[config.mk]
export PLATFORM = sky130hd
export DESIGN_NAME = fb_loader
export DESIGN_NICKNAME = d
export VERILOG_FILES = /design/src/rtl/fb_loader.sv
export SDC_FILE = /design/constraint.sdc
export NUM_CORES = 1
export LEC_CHECK = 0
export CORE_MARGIN = 10
export CORE_UTILIZATION = 30
export CTS_BUF_LIST = sky130_fd_sc_hd__clkbuf_4 sky130_fd_sc_hd__clkbuf_8 sky130_fd_sc_hd__clkbuf_16
export DETAILED_ROUTE_END_ITERATION = 6
export PLACE_DENSITY = 0.6
export SYNTH_ARGS = -nofsm -noshare
export SYNTH_HDL_FRONTEND = slang
export SYNTH_SLANG_ARGS = --single-unit
export TNS_END_PERCENT = 30
[constraint.sdc]
create_clock -name clk -period 1.9 [get_ports clk]
set_clock_uncertainty 0.1 [all_clocks]
set_input_delay 0.38 -clock clk [delete_from_list [all_inputs] [get_ports clk]]
set_output_delay 0.38 -clock clk [all_outputs]
set_load 0.01 [all_outputs]
[src/rtl/fb_loader.sv]
// rtl/fb_loader.sv - program loader, CPU run supervisor and memory dump streamer
module fb_loader #(
    parameter int ADDRESS_WIDTH = 6,
    parameter int DATA_WIDTH    = 10,
    parameter int DEPTH         = 64
) (
    input  logic                     clk,
    input  logic                     rst,
    input  logic                     s_valid,
    output logic                     s_ready,
    input  logic [DATA_WIDTH-1:0]    s_data,
    input  logic                     s_last,
    input  logic                     cpu_halt,
    input  logic [ADDRESS_WIDTH-1:0] dump_base,
    input  logic [ADDRESS_WIDTH:0]   dump_len,
    output logic                     ram_we,
    output logic [ADDRESS_WIDTH-1:0] ram_addr,
    output logic [DATA_WIDTH-1:0]    ram_wdata,
    input  logic [DATA_WIDTH-1:0]    ram_rdata,
    output logic                     own_ram,
    output logic                     cpu_rst,
    output logic                     m_valid,
    input  logic                     m_ready,
    output logic [DATA_WIDTH-1:0]    m_data,
    output logic                     m_last,
    output logic [15:0]              run_cycles,
    output logic                     err_ovf
);

    typedef enum logic [2:0] {
        LOAD,
        RUN,
        DUMP_RD,
        DUMP_CAP,
        DUMP_OUT,
        DONE
    } state_t;

    localparam logic [ADDRESS_WIDTH:0] DEPTH_W = (ADDRESS_WIDTH + 1)'(DEPTH);

    state_t                   state;
    logic [ADDRESS_WIDTH:0]   wptr;
    logic [ADDRESS_WIDTH:0]   count;
    logic [ADDRESS_WIDTH-1:0] rptr;
    logic                     accept;
    logic                     in_room;

    // Loading is only possible in LOAD and never while reset is asserted.
    assign s_ready   = (state == LOAD) && !rst;
    assign accept    = s_valid && s_ready;
    assign in_room   = (wptr < DEPTH_W);
    assign ram_we    = accept && in_room;
    assign ram_wdata = s_data;

    // The CPU owns the RAM and runs out of reset only during RUN.
    assign own_ram   = rst || (state != RUN);
    assign cpu_rst   = rst || (state != RUN);

    // RAM address: write pointer on a real write, read pointer when fetching a dump word, else 0.
    always_comb begin
        ram_addr = '0;
        if (ram_we) begin
            ram_addr = wptr[ADDRESS_WIDTH-1:0];
        end else if (state == DUMP_RD) begin
            ram_addr = rptr;
        end
    end

    // Main sequencer: load, run, dump word by word, then park in DONE.
    always_ff @(posedge clk) begin
        if (rst) begin
            state      <= LOAD;
            wptr       <= '0;
            rptr       <= '0;
            count      <= '0;
            run_cycles <= '0;
            err_ovf    <= 1'b0;
            m_data     <= '0;
            m_valid    <= 1'b0;
            m_last     <= 1'b0;
        end else begin
            case (state)
                LOAD: begin
                    if (accept) begin
                        if (in_room) begin
                            wptr <= wptr + 1'b1;
                        end else begin
                            err_ovf <= 1'b1;
                        end
                        if (s_last) begin
                            state <= RUN;
                        end
                    end
                end
                RUN: begin
                    if (run_cycles != 16'hFFFF) begin
                        run_cycles <= run_cycles + 16'd1;
                    end
                    if (cpu_halt) begin
                        rptr  <= dump_base;
                        count <= dump_len;
                        state <= (dump_len == '0) ? DONE : DUMP_RD;
                    end
                end
                DUMP_RD: begin
                    state <= DUMP_CAP;
                end
                DUMP_CAP: begin
                    m_data  <= ram_rdata;
                    m_last  <= (count == (ADDRESS_WIDTH + 1)'(1));
                    m_valid <= 1'b1;
                    state   <= DUMP_OUT;
                end
                DUMP_OUT: begin
                    if (m_ready) begin
                        m_valid <= 1'b0;
                        m_last  <= 1'b0;
                        rptr    <= rptr + 1'b1;
                        count   <= count - 1'b1;
                        state   <= (count > (ADDRESS_WIDTH + 1)'(1)) ? DUMP_RD : DONE;
                    end
                end
                DONE: begin
                    state <= DONE;
                end
                default: begin
                    state <= LOAD;
                end
            endcase
        end
    end

endmodule

==> out/results.txt <==
1st-iter DRT viols - 179
Slew @ Worst Pin - 0.6641 ns
Seq/Total Area, Yosys - 36.05%
min Tclk post-route - 1.951 ns
flops & latches, synth - 52
Worst R2R Start - state[0]$_SDFFE_PP0P_
largest net degree at the start of global routing - 65
P per Cell Area - 579.5 nW/um^2
Setup violations, final - 8
die span in x - 118.1 microns
area occupied by multi-input gates - 1688 sq um
HP Start - m_data[8]$_SDFFE_PP0P_
FILL cells - 936
dpl hpwl - 5787 microns
Sequential Power Share - 49.4%
Cell Rows - 35
Clock Power Share - 34.1%
commonest non-fill, non-tap cell in the layout - clkdlybuf4s50_1
WHS Path Cells - 2
dpl cells - 559
Worst Setup Start Kind - flop
clock latency on the worst-skew pair - 0.30 ns
DR WL/cell - 13.80 microns
GRT Overall Usage - 10.78%
number of flops mapped to enable cells by yosys - 0
Detail Route Antenna Nets - 0
first-pass GRT wire length - 13010 microns
post-route clock period utilization - 102.7%
crit path max fanout - 5
clock root buffer - clkbuf_8
# DRC - 0
Reg area - 1045 sq um
total congestion overflow - 0
total core area - 9328 sq um
Ys Warns - 0
Max Clk Rate - 0.5126 GHz
Placement Setup Slack - -0.6101 ns
Post-Syn Instances - 355
IO Port Bufs - 67
cts bufs inserted - 5
Die Y - 118.1 microns
CP required - 1.42 ns
Min-Delay Path Class - reg -> reg
Crit Path Class - reg -> out
max cap viols - 0
NumNets Final - 484
clock slew at reported path FFs - 0.10 ns
Int Pwr - 0.001738 W
H-tree Lvls - 2
critical path arrival - 1.47 ns
clock tree from TritonCTS - yes
# clock sinks - 52
syn nets - 399
Yosys cell types - 54
clock buffer depth - 2
synthesized area per cell - 8.135 sq um
setup TNS - -0.3621 ns
Setup crit start - state[1]$_SDFFE_PP0P_
num ports - 88
PnR worst setup slack - -0.05103 ns
final hold vios - 0
cts hold-fix bufs - 0
share of the synthesized area in the top cell type - 36.05%
VDD IR max - 0.4193 mV
RSZ-0062 raised after global routing - yes
Reg2Reg Depth - 6
P&R area growth vs syn - 38.91%
Netlist Area Pre-Place - 2888 sq um
Sw Pwr - 0.0005865 W
CP Capture Type - primary output
Comb pwr share - 16.5%
run status - finished, violations left
Slew Limit Fails - 0
die area - 13950 sq um
layout cell share with drive strength beyond 1 - 19.95%
Rel. slew slack - 55.73%
Vias per Instance - 4.904
vias in the first global route - 2744
area leader, netlist - dfxtp_1
Sw Ratio - 25.23%
Leak Pwr - 1.479 nW
failing checks - setup timing
vias - 2795
FFs w/ async S/R, synth - 0%
DRT Pass-1 Iters - 4
RD Place Congestion - 0.8194
Area contributors post-synth - dfxtp_1 36%, a21oi_1 6.9%, nand2_1 4.5%
final wirelength - 7865 microns
Inserted Diodes - 0
top_reg_cell synth - dfxtp_1
Final Non-Filler Cells - 570
hold slack final - 0.3580 ns
most frequent cells in the layout - 55 x clkdlybuf4s50_1, 49 x dfxtp_1, 40 x a21oi_1
Starting Density - 30.96%
initial antenna violation count - 0
## cells by family after synthesis
logic type | synth area share [%]
buffers and inverters | 7.279
adder cells (fa/ha/maj) | 2.166
XOR/XNOR | 1.213
multiplexers | 5.719
AO/OA/AOI/OAI | 18.28
flip-flops | 36.05
AND/OR/NAND/NOR | 29.29
## what timing repair did
action | in CTS | in global routing
pin swaps | 4 | 8
buffers inserted | 1 | 2
gates resized for setup | 42 | 9
endpoints found under the setup margin | 13 | 21
## layer usage
| layer | track usage (%) | vias up | share of wire [%] |
|---|---|---|---|
| met5 | 0 | - | 0 |
| met4 | 2.937 | 0 | 0.97 |
| met3 | 3.549 | 6 | 6.3 |
| met2 | 18.01 | 61 | 46 |
| met1 | 12.90 | 1306 | 47 |
| li1 | - | 1422 | - |
## power by group through the flow
stage	sequential, W	clock (W)	combinational (W)
after floorplan	0.00117	0	0.000207
after global routing	0.00115	0.000865	0.000423
after detailed placement	0.00117	0	0.000374
after global placement	0.00117	0	0.000368
after CTS	0.00115	0.000828	0.000380
final	0.00115	0.000792	0.000384
## sequential cells by signal, indices dropped and copies added, names as in the netlist
register,flops
run_cycles,16
m_data,10
count,7
wptr,7
rptr,6
state,3
err_ovf,1
m_last,1
m_valid,1
## metrics by stage
step	total power (W)	util [%]	instance area, sq um
3_5_place_dp	0.001546	41.17	3840
3_3_place_gp	0.001539	41.17	3840
2_1_floorplan	0.001378	-	2888
5_1_grt	0.002442	43.00	4011
4_1_cts	0.002356	42.45	3960
6_report	0.002325	43.00	4011
## path summary, 6_finish.rpt
path         slack [ns]                     endpoint
max               -0.05                  ram_addr[2]
min                0.36       m_data[8]$_SDFFE_PP0P_
max reg2reg        0.09  run_cycles[10]$_SDFFE_PP0P_
min reg2reg        0.36       m_data[8]$_SDFFE_PP0P_
## Yosys cell counts (2+ instances only)
library cell  instances
dfxtp_1              52
nor2b_1              14
a311oi_1              2
nand4b_1              3
nand2b_1              8
nor2_1               30
or3_1                 3
nor4_1                5
and2_0                5
xor2_1                3
mux2_2               11
or4_1                 2
nor3b_1               3
nand3b_1              3
clkbuf_1              9
ha_1                  5
o21ai_0              15
a21oi_1              40
nand2_1              35
and2_1                6
nand4_1               7
o31ai_1               3
a211oi_1              6
nor3_1                8
and3_1                2
a31oi_1               2
and4_1                3
a22o_1                6
a21o_1                3
inv_1                 6
nand3_1              10
buf_4                11
buf_6                 2
or3b_1                2
buf_2                 9
mux2i_1               3
## critical path, stage by stage (launching register included)
cell,delay [ns]
dfxtp_2,0.35
nor4_4,0.26
and2_4,0.20
buf_6,0.10
a22o_1,0.12
buf_2,0.12
## area by class of cell
class	instances	share of cell area, %
sequential	52	26.04
tap	129	4.024
inverter	6	0.5614
clock buffer	6	1.903
timing repair buffer	110	24.42
multi-input combinational	265	42.08
clock inverter	2	0.9669
(Power assumes the default switching activity.)
